## src/rtl/ds_supervisor_pkg.sv

```systemverilog
// Shared state encoding and counter-width helpers for the delta-sigma clock supervisor.
package ds_supervisor_pkg;

    typedef enum logic [2:0] {
        ST_IDLE    = 3'd0,
        ST_START   = 3'd1,
        ST_SETTLE  = 3'd2,
        ST_RUN     = 3'd3,
        ST_BACKOFF = 3'd4,
        ST_LOCKOUT = 3'd5
    } state_e;

    // Bits needed to hold 0..x; never narrower than one bit.
    function automatic int cnt_w(input int x);
        return (x < 1) ? 1 : $clog2(x + 1);
    endfunction

    // States in which the modulator clock is driven and the monitor is live.
    function automatic logic clk_active(input state_e s);
        return (s == ST_START) || (s == ST_SETTLE) || (s == ST_RUN);
    endfunction

endpackage

```

## src/rtl/ds_clk_monitor.sv

```systemverilog
// Presence monitor for the clock returned by the modulator: synchroniser,
// rising-edge detect and a reloading timeout counter.
module ds_clk_monitor
    import ds_supervisor_pkg::*;
#(
    parameter int TIMEOUT_CYCLES = 255
) (
    input  logic clk_i,
    input  logic rst_i,
    input  logic clr_i,
    input  logic mod_clk_i,
    output logic edge_o,
    output logic clk_present_o
);

    localparam int              TW       = cnt_w(TIMEOUT_CYCLES);
    localparam logic [TW-1:0]   TMO_LOAD = TW'(TIMEOUT_CYCLES);

    logic          meta_q, sync_q, sync_qq, edge_q;
    logic [TW-1:0] tmo_q;
    logic          edge_det;

    // sync_q is the second synchroniser flop; sync_qq is history for edge detect
    assign edge_det = sync_q & ~sync_qq;

    // Synchronise, register the edge, and reload/decrement the timeout (edge wins)
    always_ff @(posedge clk_i) begin
        if (rst_i || clr_i) begin
            meta_q  <= 1'b0;
            sync_q  <= 1'b0;
            sync_qq <= 1'b0;
            edge_q  <= 1'b0;
            tmo_q   <= '0;
        end else begin
            meta_q  <= mod_clk_i;
            sync_q  <= meta_q;
            sync_qq <= sync_q;
            edge_q  <= edge_det;
            if (edge_det)
                tmo_q <= TMO_LOAD;
            else if (tmo_q != '0)
                tmo_q <= tmo_q - 1'b1;
        end
    end

    assign edge_o        = edge_q;
    assign clk_present_o = (tmo_q != '0);

endmodule

```

## src/rtl/ds_clock_supervisor.sv

```systemverilog
// Delta-sigma input path sequencer: generates the modulator clock, watches the
// returned clock, gates the decimation filter and retries/locks out on loss.
module ds_clock_supervisor
    import ds_supervisor_pkg::*;
#(
    parameter int CLK_DIV        = 4,
    parameter int TIMEOUT_CYCLES = 255,
    parameter int SETTLE_EDGES   = 64,
    parameter int RETRY_WAIT     = 1023,
    parameter int MAX_RETRIES    = 3
) (
    input  logic                               aclk,
    input  logic                               areset,
    input  logic                               enable,
    input  logic                               clear_fault,
    input  logic                               mod_clk_in,
    output logic                               mod_clk_out,
    output logic                               bit_strobe,
    output logic                               filter_enable,
    output logic                               filter_reset,
    output logic                               running,
    output logic                               fault,
    output logic [$clog2(MAX_RETRIES+1)-1:0]   retry_count,
    output logic [2:0]                         state
);

    localparam int DW = cnt_w(CLK_DIV - 1);
    localparam int TW = cnt_w(TIMEOUT_CYCLES);
    localparam int SW = cnt_w(SETTLE_EDGES - 1);
    localparam int BW = cnt_w(RETRY_WAIT);
    localparam int RW = $clog2(MAX_RETRIES + 1);

    localparam logic [DW-1:0] DIV_TC      = DW'(CLK_DIV - 1);
    localparam logic [TW-1:0] START_TO    = TW'(TIMEOUT_CYCLES);
    localparam logic [SW-1:0] SETTLE_LOAD = SW'(SETTLE_EDGES - 1);
    localparam logic [BW-1:0] BO_END      = BW'(RETRY_WAIT);
    localparam logic [RW-1:0] RETRY_MAX   = RW'(MAX_RETRIES);

    state_e        state_q, state_d;
    logic [DW-1:0] div_q;
    logic          mod_clk_q;
    logic [TW-1:0] start_q, start_inc;
    logic [SW-1:0] settle_q, settle_d;
    logic [BW-1:0] bo_q, bo_inc;
    logic [RW-1:0] retry_q, retry_d;
    logic          bit_strobe_q, filt_en_q, filt_rst_q, running_q, fault_q;
    logic          mon_edge, mon_present, fail;

    ds_clk_monitor #(
        .TIMEOUT_CYCLES (TIMEOUT_CYCLES)
    ) u_mon (
        .clk_i         (aclk),
        .rst_i         (areset),
        .clr_i         (!clk_active(state_q)),
        .mod_clk_i     (mod_clk_in),
        .edge_o        (mon_edge),
        .clk_present_o (mon_present)
    );

    // Next state, settle/retry counters; enable=0 overrides everything but lockout
    always_comb begin
        state_d   = state_q;
        settle_d  = settle_q;
        retry_d   = retry_q;
        fail      = 1'b0;
        start_inc = start_q + 1'b1;
        bo_inc    = bo_q + 1'b1;
        case (state_q)
            ST_IDLE:    if (enable) state_d = ST_START;
            ST_START: begin
                if (mon_edge) begin
                    state_d  = ST_SETTLE;
                    settle_d = SETTLE_LOAD;
                end else if (start_inc == START_TO) begin
                    fail = 1'b1;
                end
            end
            ST_SETTLE: begin
                if (mon_edge) begin
                    if (settle_q == '0) state_d  = ST_RUN;
                    else                settle_d = settle_q - 1'b1;
                end else if (!mon_present) begin
                    fail = 1'b1;
                end
            end
            ST_RUN:     if (!mon_present) fail = 1'b1;
            ST_BACKOFF: if (bo_inc == BO_END) state_d = ST_START;
            ST_LOCKOUT: begin
                if (clear_fault) begin
                    state_d = ST_IDLE;
                    retry_d = '0;
                end
            end
            default:    state_d = ST_IDLE;
        endcase
        if (fail) begin
            if (retry_q >= RETRY_MAX) begin
                state_d = ST_LOCKOUT;
            end else begin
                state_d = ST_BACKOFF;
                retry_d = retry_q + 1'b1;
            end
        end
        if (state_d == ST_RUN && state_q != ST_RUN)
            retry_d = '0;
        if (!enable && state_q != ST_LOCKOUT) begin
            state_d = ST_IDLE;
            retry_d = '0;
        end
    end

    // State, timers and status outputs, registered from the next state
    always_ff @(posedge aclk) begin
        if (areset) begin
            state_q      <= ST_IDLE;
            start_q      <= '0;
            settle_q     <= '0;
            bo_q         <= '0;
            retry_q      <= '0;
            bit_strobe_q <= 1'b0;
            filt_en_q    <= 1'b0;
            filt_rst_q   <= 1'b1;
            running_q    <= 1'b0;
            fault_q      <= 1'b0;
        end else begin
            state_q      <= state_d;
            settle_q     <= settle_d;
            retry_q      <= retry_d;
            start_q      <= (state_q == ST_START   && state_d == ST_START)   ? start_inc : '0;
            bo_q         <= (state_q == ST_BACKOFF && state_d == ST_BACKOFF) ? bo_inc    : '0;
            bit_strobe_q <= mon_edge && (state_d == ST_RUN);
            filt_en_q    <= (state_d == ST_RUN);
            filt_rst_q   <= (state_d != ST_RUN);
            running_q    <= (state_d == ST_RUN);
            fault_q      <= (state_d == ST_LOCKOUT);
        end
    end

    // Clock divider: runs only while staying in an active state, so START always
    // begins from a low phase and leaving drops mod_clk_out together with state
    always_ff @(posedge aclk) begin
        if (areset || !(clk_active(state_q) && clk_active(state_d))) begin
            div_q     <= '0;
            mod_clk_q <= 1'b0;
        end else if (div_q == DIV_TC) begin
            div_q     <= '0;
            mod_clk_q <= ~mod_clk_q;
        end else begin
            div_q     <= div_q + 1'b1;
        end
    end

    assign mod_clk_out   = mod_clk_q;
    assign bit_strobe    = bit_strobe_q;
    assign filter_enable = filt_en_q;
    assign filter_reset  = filt_rst_q;
    assign running       = running_q;
    assign fault         = fault_q;
    assign retry_count   = retry_q;
    assign state         = state_q;

endmodule

```

## config.mk

```make
export PLATFORM = sky130hd
export DESIGN_NAME = ds_clock_supervisor
export DESIGN_NICKNAME = d
export VERILOG_FILES = /design/src/rtl/ds_supervisor_pkg.sv /design/src/rtl/ds_clk_monitor.sv /design/src/rtl/ds_clock_supervisor.sv
export SDC_FILE = /design/constraint.sdc
export NUM_CORES = 1
export LEC_CHECK = 0
export CAP_MARGIN = 10
export CORE_AREA = 2 2 67 69
export CTS_CLUSTER_DIAMETER = 60
export DETAILED_ROUTE_END_ITERATION = 12
export DIE_AREA = 0 0 69 71
export PLACE_DENSITY_LB_ADDON = 0.1
export SKIP_CTS_REPAIR_TIMING = 1
export SLEW_MARGIN = 5
export SYNTH_ARGS = -nofsm -noshare
export SYNTH_HDL_FRONTEND = slang
export SYNTH_SLANG_ARGS = --single-unit
```

## constraint.sdc

```tcl
create_clock -name aclk -period 3.3 [get_ports aclk]
set_clock_uncertainty 0.2 [all_clocks]
set_input_delay 0.33 -clock aclk [delete_from_list [all_inputs] [get_ports aclk]]
set_output_delay 0.33 -clock aclk [all_outputs]
set_load 0.1 [all_outputs]
```

=== After elaboration in Yosys (flattened, before gate mapping) ===
Index checks and enable logic that the tools add are counted.
W data, S select, Z words.

* Logic and storage cells: 98
* Output and inout bits: 11
* Register bits after elaboration: 48
* Input port bits: 5

* Multiplexer cells: 25
* Equal/unequal tests: 20
* Order comparisons: 1
* Reductions and logical operators: 25
* Add/sub/neg operators: 6
* Bitwise gates (word level): 5

{| class="wikitable"
|+ Operators by type and width
! cell !! count
|-
| $mux W3 || 8
|-
| $mux W6 || 3
|-
| $pmux W3 S6 || 1
|-
| $mux W8 || 2
|-
| $eq A3 B2 Y1 const B || 5
|-
| $eq A3 B3 Y1 const B || 4
|-
| $pmux W6 S2 || 1
|-
| $add A10 B1 Y10 const B || 1
|-
| $eq A10 B10 Y1 const B || 1
|-
| $add A8 B1 Y8 const B || 1
|-
| $eq A8 B8 Y1 const B || 1
|-
| $mux W2 || 4
|-
| $reduce_bool A8 Y1 || 1
|-
| $sub A8 B1 Y8 const B || 1
|-
| $eq A3 B1 Y1 const B || 2
|-
| $logic_and A1 B1 Y1 || 6
|-
| $logic_not A6 Y1 || 1
|-
| $logic_or A1 B1 Y1 || 6
|-
| $ne A3 B2 Y1 const B || 2
|-
| $reduce_or A2 Y1 || 3
|-
| $sub A6 B1 Y6 const B || 1
|-
| $mux W1 || 5
|-
| $add A2 B1 Y2 const B || 2
|-
| $ne A2 B1 Y1 const B || 2
|-
| 12 further kinds || 18
|}

=== Longest topological paths before layout ===
Gate-level depths: netlist of the first run.

* Depth in word-level cells: 14
* Mapped depth: 9
* Depth with buffers taken out: 8

=== Hierarchy ===
From an unflattened synthesis of the first run, not the netlist that was laid out.

* Cells, all modules: 266
* Area, all modules: 2421.1 um^2

{| class="wikitable"
|+ By module, submodules not included
! module !! times used !! seq. area each (um^2) !! area each (um^2) !! cells each
|-
| ds_clock_supervisor || 1 || 720.7 || 1879.3 || 207
|-
| ds_clk_monitor || 1 || 240.2 || 541.8 || 59
|}

=== Worst setup path after synthesis of the first run ===
OpenSTA, ideal clock, no wires.

* Path type: flip-flop to flip-flop
* Start point: register state_q[0] (netlist: state[0])
* End point: register retry_q[0] (netlist: retry_count[0])
* Stages on the path, launching flop included: 7
* Buffers on the path: 0
* Library setup time: 65 ps
* Clock period less this slack: 3036 ps
* Data required time: 3035 ps
* Data arrival time: 2771 ps
* Slack: 264 ps
* Cell sequence: dfxtp_1 or3b_1 or4_1 a211o_1 a21oi_2 mux2_1 nor2_1

* Cells in the longest elaborated chain, start to end: 7
* Elaborated cells between the ends (all ways): 24
* Those cells by class: eq/ne: 8; mux: 12; reduce/logical: 4

{| class="wikitable"
|+ Ends and longest elaborated chain
! what !! RTL line !! RTL
|-
| start: declaration || ds_clock_supervisor.sv:39 || <nowiki>state_e state_q, state_d;</nowiki>
|-
| start signal: assignment || ds_clock_supervisor.sv:126 || <nowiki>state_q <= state_d;</nowiki>
|-
| $mux W3 || ds_clock_supervisor.sv:80 || <nowiki>if (settle_q == '0) state_d = ST_RUN;</nowiki>
|-
| $mux W3 || ds_clock_supervisor.sv:79 || <nowiki>if (mon_edge) begin</nowiki>
|-
| $pmux W3 S6 || ds_clock_supervisor.sv:68 || <nowiki>case (state_q)</nowiki>
|-
| $mux W3 || ds_clock_supervisor.sv:96 || <nowiki>if (fail) begin</nowiki>
|-
| $eq A3 B2 Y1 || ds_clock_supervisor.sv:104 || <nowiki>if (state_d == ST_RUN && state_q != ST_RUN)</nowiki>
|-
| $logic_and A1 B1 Y1 || ds_clock_supervisor.sv:104 ||
|-
| $reduce_or A3 Y1 (no line) || n/a ||
|-
| end signal: assignment || ds_clock_supervisor.sv:128 || <nowiki>retry_q <= retry_d;</nowiki>
|-
| end: declaration || ds_clock_supervisor.sv:45 || <nowiki>logic [RW-1:0] retry_q, retry_d;</nowiki>
|}

Parallel ways exist; a longest one is shown, timed or not.
A chain may end at the register's enable or synchronous reset.

=== Final worst setup path of the first run ===
* Start point: register state_q[0] (netlist: state[0])
* End point: register fault_q (netlist: fault)

* Cells in the longest elaborated chain, start to end: 6
* Elaborated cells between the ends (all ways): 19
* Those cells by class: eq/ne: 7; mux: 10; reduce/logical: 2

{| class="wikitable"
|+ Ends and longest elaborated chain
! what !! RTL line !! RTL
|-
| $mux W3 || ds_clock_supervisor.sv:80 ||
|-
| $mux W3 || ds_clock_supervisor.sv:79 ||
|-
| $pmux W3 S6 || ds_clock_supervisor.sv:68 ||
|-
| $mux W3 || ds_clock_supervisor.sv:96 ||
|-
| $mux W3 * || ds_clock_supervisor.sv:106 || <nowiki>if (!enable && state_q != ST_LOCKOUT) begin</nowiki>
|-
| $eq A3 B3 Y1 * || ds_clock_supervisor.sv:135 || <nowiki>fault_q <= (state_d == ST_LOCKOUT);</nowiki>
|-
| end signal: assignment || ds_clock_supervisor.sv:135 ||
|-
| end: declaration || ds_clock_supervisor.sv:46 || <nowiki>logic bit_strobe_q, filt_en_q, filt_rst_q, running_q, fault_q;</nowiki>
|}

Mark *: on every way between the ends. The rest lies on a longest branch, timed or not.

==> results of run 1 <==
power by group through the flow:
stage          clock (W)  sequential, W  combinational (W)
6_report        0.000364       0.000582          0.0000306
4_1_cts         0.000374       0.000582          0.0000303
3_5_place_dp           0       0.000596          0.0000300
3_3_place_gp           0       0.000596          0.0000305
5_1_grt         0.000396       0.000583          0.0000333
2_1_floorplan          0       0.000599          0.0000159
area by class of cell:
class / instances / area share
clock buffers: 6 / 0.0331
clock inverters: 2 / 0.00401
inverters: 12 / 0.0180
multi-input cells: 180 / 0.471
flip-flops and latches: 48 / 0.385
well taps: 52 / 0.0261
repair buffers: 17 / 0.0632
logic make-up (layout without fill, tap and decap cells):
group                    after synthesis  count (layout)
AND/OR/NAND/NOR                      105             105
flip-flops                            48              48
AO/OA/AOI/OAI                         39              39
XOR/XNOR                              23              23
buffers and inverters                 22              37
adder cells (fa/ha/maj)                9               9
multiplexers                           4               4
path summary, 6_finish.rpt:
path                      from           end  slack, ns
hold reg to reg   u_mon.meta_q  u_mon.sync_q       0.23
setup reg to reg      state[0]         fault       0.48
hold / removal    u_mon.meta_q  u_mon.sync_q       0.23
setup / recovery      state[0]         fault       0.48
through the flow:
stage          hold slack, ns  power (W)   util
5_1_grt                 0.260    0.00101  0.594
6_report                0.228   0.000977  0.594
4_1_cts                 0.231   0.000986  0.594
2_1_floorplan           0.206   0.000615      -
3_3_place_gp            0.210   0.000626  0.572
3_5_place_dp            0.211   0.000626  0.572
critical path, stage by stage (launching register included):
cell	delay, ns
sky130_fd_sc_hd__dfxtp_1	0.56
sky130_fd_sc_hd__or3b_1	0.40
sky130_fd_sc_hd__or4_1	0.50
sky130_fd_sc_hd__a211o_1	0.30
sky130_fd_sc_hd__o211ai_2	0.17
sky130_fd_sc_hd__o2111ai_4	0.32
sky130_fd_sc_hd__a211oi_1	0.27
sequential cells by signal (all words and copies together) (netlist names):
| register | count |
|---|---|
| bit_strobe | 1 |
| mod_clk_out | 1 |
| div_q | 2 |
| running | 1 |
| filter_reset | 1 |
| fault | 1 |
| state | 3 |
| bo_q | 10 |
| u_mon.tmo_q | 8 |
| retry_count | 2 |
| start_q | 8 |
| u_mon.meta_q | 1 |
| u_mon.edge_o | 1 |
| u_mon.sync_qq | 1 |
| u_mon.sync_q | 1 |
| settle_q | 6 |
cells in the final DEF (no fill, tap or decap), types with 3 or more instances in the layout:
cell                              count
sky130_fd_sc_hd__nor2_2               9
sky130_fd_sc_hd__nor4_1               7
sky130_fd_sc_hd__nor2_1              21
sky130_fd_sc_hd__nor3_1               6
sky130_fd_sc_hd__nor2b_1              4
sky130_fd_sc_hd__nand4_1              5
sky130_fd_sc_hd__clkbuf_8             6
sky130_fd_sc_hd__and2_1               6
sky130_fd_sc_hd__nand3_1              7
sky130_fd_sc_hd__xnor2_1             13
sky130_fd_sc_hd__ha_1                 9
sky130_fd_sc_hd__inv_1               11
sky130_fd_sc_hd__dfxtp_1             48
sky130_fd_sc_hd__a211oi_1             4
sky130_fd_sc_hd__nand2_1             21
sky130_fd_sc_hd__o21ai_0              4
sky130_fd_sc_hd__xor2_1              10
sky130_fd_sc_hd__a21oi_1             20
sky130_fd_sc_hd__clkdlybuf4s50_1     12
sky130_fd_sc_hd__nand2b_1             3
sky130_fd_sc_hd__buf_4                5
cell usage after synthesis (7+ instances only):
cell                       n  area share
sky130_fd_sc_hd__a21oi_1  20       0.045
sky130_fd_sc_hd__dfxtp_1  48        0.43
sky130_fd_sc_hd__ha_1      9       0.050
sky130_fd_sc_hd__inv_1    11       0.018
sky130_fd_sc_hd__nand2_1  21       0.035
sky130_fd_sc_hd__nand3_1   7       0.016
sky130_fd_sc_hd__nor2_1   21       0.035
sky130_fd_sc_hd__nor2_2    9       0.025
sky130_fd_sc_hd__nor4_1    7       0.020
sky130_fd_sc_hd__xnor2_1  13       0.051
sky130_fd_sc_hd__xor2_1   10       0.039
metal layers:
metal | vias up | wire (um) | track usage
met1 | 790 | 2000 | 0.229
li1 | 888 | - | -
met4 | 0 | 70 | 0.0784
met2 | 22 | 1870 | 0.280
met3 | 7 | 129 | 0.0513
met5 | - | 0 | 0
==> impl_table.tex, run 1 <==
\begin{tabular}{lr}
\hline
Metric & Value \\
\hline
\multicolumn{2}{l}{\textbf{Outcome}} \\
Outcome & completed \\
\multicolumn{2}{l}{\textbf{Power}} \\
PwrDens & 391 nW/um\^{}2 \\
Leakage & 0.870 nW \\
Clock group share of total power & 0.372 \\
P\_sw & 0.000218 W \\
Switching power share of the total & 0.223 \\
Total internal power & 0.000759 W \\
Worst voltage drop across the vdd grid & 0.000205 V \\
Comb pwr share & 0.031 \\
Sequential fraction of design power & 0.596 \\
\multicolumn{2}{l}{\textbf{Critical path}} \\
Arrival time worst endpoint & 2.84 ns \\
Cells on worst reg2reg path & 6 \\
Maximum fanout along the worst path & 12 \\
Required time at the endpoint of the critical path & 3.32 ns \\
Start-to-end type of the worst setup path & reg -> reg \\
Capturing element type of the critical path & flop \\
Startpoint Class & flop \\
\multicolumn{2}{l}{\textbf{Global routing}} \\
Total track usage & 0.178 \\
Initial antenna violation count & 0 \\
Pin count of the biggest net entering global routing & 15 \\
Vias in the first global route & 1542 \\
Wire length of the first global-routing pass & 7010 um \\
Overflow after GRT & 0 \\
\multicolumn{2}{l}{\textbf{Synth}} \\
Share of synthesized area occupied by flip-flops and latches & 0.429 \\
Number of synthesized flops with an enable pin & 0 \\
Syn Inst Count & 250 \\
Synthesized-area fraction occupied by xor and xnor cells & 0.0899 \\
Async set or reset register ratio after synthesis & 0 \\
Post-synthesis compound-gate area fraction & 0.116 \\
Ys Warns & 0 \\
Synthesis-stage register bit count & 48 \\
Main combinational cell family by area after synthesis & simple AND/OR/NAND/NOR gates \\
Post-synthesis share of cell area spent on and, or, nand and nor gates & 0.249 \\
Total nets after synthesis & 264 \\
Netlist Area Pre-Place & 2240 sq um \\
Unique cell type count in the Yosys netlist & 50 \\
Adder and majority cell fraction of the synthesized area & 0.0503 \\
Proportion of synthesized area in mux cells & 0.0190 \\
Synth Flop Type & sky130\_fd\_sc\_hd\_\_dfxtp\_1 \\
Mean Syn Cell Area & 8.96 sq um \\
\multicolumn{2}{l}{\textbf{Worst hold path}} \\
Worst hold-check path type & reg -> reg \\
Number of cells on the worst hold path & 1 \\
\multicolumn{2}{l}{\textbf{Clock tree}} \\
Clock-pin slew on the worst setup and hold paths & 0.08 ns \\
Clk Tree Root Cell & sky130\_fd\_sc\_hd\_\_clkbuf\_8 \\
CTS tree & built \\
Clock tree buffer depth & 2 \\
Source-to-sink clock delay at the later pin of the worst-skew pair & 0.30 ns \\
CTS buffer count & 5 \\
CTS H-Tree Depth & 2 \\
Total clock sinks & 48 \\
\multicolumn{2}{l}{\textbf{Final layout}} \\
Fraction of layout cells with a size suffix above 1 & 0.113 \\
Count of placed standard cells in the final layout, fillers left out & 317 \\
Multi-input gate area & 1170 sq um \\
Flip-flop and latch area & 961 sq um \\
Net count of the finished layout & 278 \\
Final std cell area, no fill & 2500 sq um \\
Area growth, synth to finish & 11.5\% \\
Filler cells & 405 \\
Number of inserted diodes & 0 \\
\multicolumn{2}{l}{\textbf{Timing}} \\
Tcrit/Tclk final & 0.854 \\
Count of pins over their slew limit & 0 \\
Slew at the pin closest to its max-slew limit & 0.970 ns \\
Total negative setup slack & 0 ns \\
Final Hold Violating Endpoints & 0 \\
RSZ-0062 raised after global routing & false \\
Worst slew margin & 0.352 \\
Min cycle time layout & 2.82 ns \\
Setup violation total in the final timing report & 0 \\
Max Fclk & 0.355 GHz \\
Crit path setup slack, layout & 0.480 ns \\
\multicolumn{2}{l}{\textbf{Die}} \\
Area of the core region & 4200 sq um \\
Area of the die & 4900 sq um \\
Std-Cell Rows & 24 \\
I/O pin count & 16 \\
Die W & 69 um \\
Initial standard-cell utilization of the core & 0.533 \\
Die extent in y & 71 um \\
\multicolumn{2}{l}{\textbf{Drt}} \\
Per-cell routed wire length & 12.8 um \\
Post-route DRC violation count & 0 \\
Count of nets left with antenna violations after detail routing & 0 \\
First drt pass iteration count & 4 \\
Post-Route WL & 4070 um \\
DRC violation total after the first TritonRoute iteration & 76 \\
Drt via density & 5.38 \\
Total number of vias & 1707 \\
\multicolumn{2}{l}{\textbf{Place}} \\
Final RePlAce weighted congestion & 0.761 \\
IO Port Bufs & 15 \\
Worst setup timing slack at the placement stage & 0.505 ns \\
Instance count after placement with tap cells included & 309 \\
Detail Placement HPWL & 2980 um \\
Cell area reported after detailed placement & 2400 sq um \\
\multicolumn{2}{l}{\textbf{Flow run}} \\
Maximum capacitance violations & 0 \\
\hline
\end{tabular}
(Power assumes the default switching activity.)
==> run 2, diff against run 1 <==
--- a/config.mk
+++ b/config.mk
@@ -10,6 +10,7 @@
 export CTS_CLUSTER_DIAMETER = 60
 export DETAILED_ROUTE_END_ITERATION = 12
 export DIE_AREA = 0 0 69 71
+export DONT_BUFFER_PORTS = 1
 export PLACE_DENSITY_LB_ADDON = 0.1
 export SKIP_CTS_REPAIR_TIMING = 1
 export SLEW_MARGIN = 5
==> run 2 against run 1 <==
  * Critical path depth stayed put
  * Design area is 3.8% lower
  * Utilization is 2.2 points lower
  * Count of clock-buffer cells in the layout is 2 higher
  * Register-to-register slack better by 0.14 ns
  * Combinational power is 8.8% lower
  * Critical endpoint unchanged
==> impl_table.tex, run 2 (synthesis gave the netlist of run 1 again) <==
\begin{tabular}{lr}
\hline
Metric & Value \\
\hline
\multicolumn{2}{l}{\textbf{Outcome}} \\
Outcome & completed \\
\multicolumn{2}{l}{\textbf{Timing}} \\
Count of pins over their slew limit & 0 \\
Max Fclk & 0.373 GHz \\
Setup violation total in the final timing report & 0 \\
Final Hold Violating Endpoints & 0 \\
Tcrit/Tclk final & 0.812 \\
Slew at the pin closest to its max-slew limit & 1.02 ns \\
RSZ-0062 raised after global routing & false \\
Total negative setup slack & 0 ns \\
Crit path setup slack, layout & 0.622 ns \\
Worst slew margin & 0.321 \\
Min cycle time layout & 2.68 ns \\
\multicolumn{2}{l}{\textbf{Final layout}} \\
Top Registers & bo\_q (10), start\_q (8), u\_mon.tmo\_q (8) \\
Count of placed standard cells in the final layout, fillers left out & 308 \\
Final cell utilization of the core & 0.571 \\
Number of inserted diodes & 0 \\
Area growth, synth to finish & 7.26\% \\
Fraction of layout cells with a size suffix above 1 & 0.117 \\
Most flop-heavy register & bo\_q \\
Net count of the finished layout & 269 \\
Number of flip-flops under the largest register name & 10 \\
Leading cell type in the layout, fill and taps excluded & sky130\_fd\_sc\_hd\_\_dfxtp\_1 \\
Most used cells in the layout excluding fill and tap cells & sky130\_fd\_sc\_hd\_\_dfxtp\_1 (47), sky130\_fd\_sc\_hd\_\_nor2\_1 (21), sky130\_fd\_sc\_hd\_\_nand2\_1 (21), sky130\_fd\_sc\_hd\_\_a21oi\_1 (20), sky130\_fd\_sc\_hd\_\_xnor2\_1 (13) \\
\multicolumn{2}{l}{\textbf{Place}} \\
Detail Placement HPWL & 2920 um \\
IO Port Bufs & 0 \\
Worst setup timing slack at the placement stage & 0.619 ns \\
Final RePlAce weighted congestion & 0.749 \\
Instance count after placement with tap cells included & 298 \\
\multicolumn{2}{l}{\textbf{Clock tree}} \\
Clk Tree Root Cell & sky130\_fd\_sc\_hd\_\_clkbuf\_8 \\
CTS H-Tree Depth & 2 \\
Clock-pin slew on the worst setup and hold paths & 0.08 ns \\
CTS tree & built \\
Source-to-sink clock delay at the later pin of the worst-skew pair & 0.30 ns \\
CTS buffer count & 5 \\
Total clock sinks & 48 \\
Clock tree buffer depth & 2 \\
\multicolumn{2}{l}{\textbf{Die}} \\
Die extent in y & 71 um \\
Area of the core region & 4200 sq um \\
I/O pin count & 16 \\
Area of the die & 4900 sq um \\
Initial standard-cell utilization of the core & 0.533 \\
Die W & 69 um \\
Std-Cell Rows & 24 \\
\multicolumn{2}{l}{\textbf{Global routing}} \\
Wire length of the first global-routing pass & 7230 um \\
Initial antenna violation count & 0 \\
Overflow after GRT & 0 \\
Vias in the first global route & 1658 \\
Pin count of the biggest net entering global routing & 15 \\
Total track usage & 0.182 \\
\multicolumn{2}{l}{\textbf{Drt}} \\
Post-route DRC violation count & 0 \\
Per-cell routed wire length & 13.0 um \\
DRC violation total after the first TritonRoute iteration & 88 \\
Post-Route WL & 4000 um \\
Count of nets left with antenna violations after detail routing & 0 \\
Drt via density & 5.27 \\
Total number of vias & 1623 \\
First drt pass iteration count & 4 \\
\multicolumn{2}{l}{\textbf{Critical path}} \\
CP max stage cell & sky130\_fd\_sc\_hd\_\_or4\_1 \\
Capturing element type of the critical path & flop \\
Required time at the endpoint of the critical path & 3.32 ns \\
Arrival time worst endpoint & 2.70 ns \\
Max stage delay on crit path & 0.51 ns \\
Crit path max-delay family & compound AO/OA/AOI/OAI gates \\
Start-to-end type of the worst setup path & reg -> reg \\
Startpoint Class & flop \\
Sum of buffers and inverters on the critical path & 0 \\
Sequence of cells on the critical path & or3b\_1 > or4\_1 > a211o\_1 > o211ai\_2 > o2111ai\_4 > a211oi\_1 \\
Maximum fanout along the worst path & 12 \\
\multicolumn{2}{l}{\textbf{Power}} \\
PwrDens & 400 nW/um\^{}2 \\
Worst voltage drop across the vdd grid & 0.000252 V \\
Leakage & 0.835 nW \\
\multicolumn{2}{l}{\textbf{Worst hold path}} \\
Worst hold-check path type & in -> reg \\
\multicolumn{2}{l}{\textbf{Flow run}} \\
Maximum capacitance violations & 0 \\
\hline
\end{tabular}
run 2: stage by stage:
stage               hold WS (ns)  total power, W  area [sq um]
floorplan                  0.206        0.000615          2240
global placement           0.203        0.000619          2290
detailed placement         0.204        0.000619          2290
CTS                       -0.121        0.000972          2380
global route              0.0272        0.000999          2400
finish                    0.0193        0.000961          2400
run 2: final timing paths:
kind,startpoint,to,slack [ns],depth (start not counted)
worst max-delay path,state[1],fault,0.62,6
worst min-delay path,enable,div_q[1],0.02,2
worst max register to register,state[1],fault,0.62,6
worst min register to register,u_mon.meta_q,u_mon.sync_q,0.24,1
run 2: power by group:
| part | leakage, nW | switching (W) | internal, W | total [W] |
|---|---|---|---|---|
| sequential | 0.387 | 0.000000749 | 0.000580 | 0.000581 |
| combinational | 0.403 | 0.0000192 | 0.00000870 | 0.0000279 |
| clock | 0.0455 | 0.000181 | 0.000171 | 0.000352 |
| total | 0.835 | 0.000201 | 0.000760 | 0.000961 |
run 2: layout make-up:
| cell class | instances | area [sq um] |
|---|---|---|
| fill | 412 | 1800 |
| multi-input combinational | 180 | 1170 |
| sequential | 48 | 962 |
| clock buffer | 8 | 90.1 |
| timing repair buffer | 8 | 65.1 |
| tap | 52 | 65.1 |
| inverter | 12 | 45.0 |
run 2: metal layers:
layer | global-route usage | wire, um | vias to the layer above
met1 | 0.227 | 1920 | 729
met2 | 0.307 | 1870 | 19
li1 | - | - | 869
met4 | 0.0675 | 70 | 0
met5 | 0 | 0 | -
met3 | 0.0456 | 138 | 6
==> run 3, diff against run 2 <==
==> constraint.sdc (replaced) <==
create_clock -name aclk -period 2.35 [get_ports aclk]
set_clock_uncertainty 0.2 [all_clocks]
set_input_delay 0.235 -clock aclk [delete_from_list [all_inputs] [get_ports aclk]]
set_output_delay 0.235 -clock aclk [all_outputs]
set_load 0.1 [all_outputs]
==> run 3 against run 2 <==
  * The flow now finishes with violations (hold timing, setup timing)
  * Non-clock buffer count grew 33
  * Routed wire length up 11%
  * Worst setup slack got worse by 0.64 ns
  * First-iteration DRC count fell by 40%
  * Utilization increased by 11 points
  * Via count up 14%
  * Flip-flop and latch count unchanged
  * Largest cell class unchanged
==> impl_table.tex, run 3 (synthesis gave the netlist of run 1 again) <==
\begin{tabular}{lr}
\hline
Metric & Value \\
\hline
\multicolumn{2}{l}{\textbf{Outcome}} \\
Outcome & finished with violations \\
Failing checks & hold timing, setup timing \\
\multicolumn{2}{l}{\textbf{Worst hold path}} \\
Worst hold-check path type & in -> reg \\
Critical hold path startpoint & enable \\
\multicolumn{2}{l}{\textbf{Place}} \\
Detail Placement HPWL & 3130 um \\
Final RePlAce weighted congestion & 0.798 \\
IO Port Bufs & 0 \\
Worst setup timing slack at the placement stage & -0.0327 ns \\
Instance count after placement with tap cells included & 325 \\
\multicolumn{2}{l}{\textbf{Clock tree}} \\
Clock tree buffer depth & 2 \\
CTS H-Tree Depth & 2 \\
CTS tree & built \\
Total clock sinks & 48 \\
Clock-pin slew on the worst setup and hold paths & 0.09 ns \\
Clk Tree Root Cell & sky130\_fd\_sc\_hd\_\_clkbuf\_8 \\
Source-to-sink clock delay at the later pin of the worst-skew pair & 0.30 ns \\
CTS buffer count & 5 \\
\multicolumn{2}{l}{\textbf{Critical path}} \\
Start-to-end type of the worst setup path & reg -> reg \\
RR Startpoint & start\_q[1] \\
Sequence of cells on the critical path & ha\_4 > xnor2\_2 > or4\_1 > a211o\_4 > o211ai\_4 > o2111ai\_4 > a211oi\_2 \\
CP max stage cell & sky130\_fd\_sc\_hd\_\_or4\_1 \\
Capturing element type of the critical path & flop \\
Maximum fanout along the worst path & 4 \\
Required time at the endpoint of the critical path & 2.36 ns \\
Startpoint Class & flop \\
Crit path max-delay family & compound AO/OA/AOI/OAI gates \\
Arrival time worst endpoint & 2.39 ns \\
Sum of buffers and inverters on the critical path & 0 \\
Timing startpoint of the critical path & start\_q[1] \\
Max stage delay on crit path & 0.49 ns \\
\multicolumn{2}{l}{\textbf{Final layout}} \\
Number of inserted diodes & 0 \\
Count of placed standard cells in the final layout, fillers left out & 341 \\
Number of flip-flops under the largest register name & 10 \\
Fraction of layout cells with a size suffix above 1 & 0.291 \\
Most used cells in the layout excluding fill and tap cells & sky130\_fd\_sc\_hd\_\_dfxtp\_1 (41), sky130\_fd\_sc\_hd\_\_buf\_4 (34), sky130\_fd\_sc\_hd\_\_nand2\_1 (21), sky130\_fd\_sc\_hd\_\_nor2\_1 (19), sky130\_fd\_sc\_hd\_\_a21oi\_1 (19) \\
Net count of the finished layout & 302 \\
Top Registers & bo\_q (10), start\_q (8), u\_mon.tmo\_q (8) \\
Most flop-heavy register & bo\_q \\
Leading cell type in the layout, fill and taps excluded & sky130\_fd\_sc\_hd\_\_dfxtp\_1 \\
Area growth, synth to finish & 27.4\% \\
\multicolumn{2}{l}{\textbf{Global routing}} \\
Initial antenna violation count & 0 \\
Met3 global-route usage & 0.0356 \\
Total track usage & 0.181 \\
Pin count of the biggest net entering global routing & 15 \\
Overflow after GRT & 0 \\
M1 GR Usage & 0.223 \\
Most used routing layer in global routing & met2 \\
Wire length of the first global-routing pass & 7340 um \\
Vias in the first global route & 1677 \\
Met2 capacity usage during global routing & 0.313 \\
\multicolumn{2}{l}{\textbf{Die}} \\
Die extent in y & 71 um \\
Area of the die & 4900 sq um \\
I/O pin count & 16 \\
Die W & 69 um \\
Initial standard-cell utilization of the core & 0.533 \\
Area of the core region & 4200 sq um \\
Std-Cell Rows & 24 \\
\multicolumn{2}{l}{\textbf{Power}} \\
Worst voltage drop across the vdd grid & 0.000425 V \\
PwrDens & 501 nW/um\^{}2 \\
Leakage & 1.03 nW \\
\multicolumn{2}{l}{\textbf{Drt}} \\
Count of nets left with antenna violations after detail routing & 0 \\
Post-route DRC violation count & 0 \\
Per-cell routed wire length & 13.0 um \\
First drt pass iteration count & 4 \\
Drt via density & 5.43 \\
DRC violation total after the first TritonRoute iteration & 53 \\
Total number of vias & 1851 \\
Post-Route WL & 4440 um \\
\multicolumn{2}{l}{\textbf{Timing}} \\
Setup violation total in the final timing report & 7 \\
Tcrit/Tclk final & 1.01 \\
Worst slew margin & 0.627 \\
Min cycle time layout & 2.37 ns \\
RSZ-0062 raised after global routing & true \\
Final-layout worst hold slack & -0.0120 ns \\
Count of pins over their slew limit & 0 \\
Crit path setup slack, layout & -0.0223 ns \\
Slew at the pin closest to its max-slew limit & 0.561 ns \\
Final Hold Violating Endpoints & 1 \\
Max Fclk & 0.422 GHz \\
\multicolumn{2}{l}{\textbf{Flow run}} \\
Maximum capacitance violations & 0 \\
\hline
\end{tabular}
[run 3: changes by cell type in the layout (fill, tap and decap cells not counted), moves of 3 or more]
cell                      previous run  this run
sky130_fd_sc_hd__buf_4               6        34
sky130_fd_sc_hd__buf_6               0         3
sky130_fd_sc_hd__dfxtp_1            47        41
sky130_fd_sc_hd__dfxtp_4             0         4
sky130_fd_sc_hd__nor2_2              9         5
sky130_fd_sc_hd__nor2_4              0         6
[run 3: final cells by class]
cell class                      instances  area (sq um)
Clock buffer                            7          76.3
Clock inverter                          1          30.0
Fill cell                             347          1350
Inverter                               12          47.5
Multi-Input combinational cell        180          1320
Sequential cell                        48           980
Tap cell                               52          65.1
Timing Repair Buffer                   41           339
[run 3: worst paths after layout]
path	end	slack [ns]	cells after the start
setup reg to reg	fault	-0.02	7
hold reg to reg	u_mon.sync_q	0.23	1
hold / removal	state[0]	-0.01	2
setup / recovery	fault	-0.02	7
[run 3: per-layer routing]
| metal | vias up | wire length, um |
|---|---|---|
| li1 | 938 | - |
| met5 | - | 0 |
| met2 | 36 | 2190 |
| met3 | 11 | 209 |
| met1 | 866 | 1950 |
| met4 | 0 | 97 |
[run 3: metrics by stage]
| step | total power [W] | util | hold WS, ns | area (sq um) | setup TNS (ns) |
|---|---|---|---|---|---|
| 6_report | 0.00143 | 0.679 | -0.0120 | 2850 | -0.0416 |
| 5_1_grt | 0.00149 | 0.679 | 0.0200 | 2850 | -0.815 |
| 4_1_cts | 0.00145 | 0.629 | -0.211 | 2650 | -0.586 |
| 3_5_place_dp | 0.000871 | 0.604 | 0.108 | 2540 | -0.150 |
| 3_3_place_gp | 0.000870 | 0.604 | 0.106 | 2540 | -0.0628 |
| 2_1_floorplan | 0.000862 | - | 0.157 | 2280 | -3.02 |
[run 3: worst reg2reg max path, delay by kind of cell (launching register included)]
| kind | cells | cell delay [ns] |
|---|---|---|
| adders and majority gates | 1 | 0.18 |
| xor gates and xnor gates | 1 | 0.14 |
| AOI/OAI and AO/OA | 4 | 0.92 |
| DFF | 1 | 0.37 |
| and+or+nand+nor | 1 | 0.49 |
[run 3: power breakdown]
part / switching [W] / internal (W) / leakage, nW
registers: 0.00000127 / 0.000811 / 0.391
clock network: 0.000255 / 0.000318 / 0.0524
logic: 0.0000286 / 0.0000165 / 0.588
total: 0.000285 / 0.00115 / 1.03
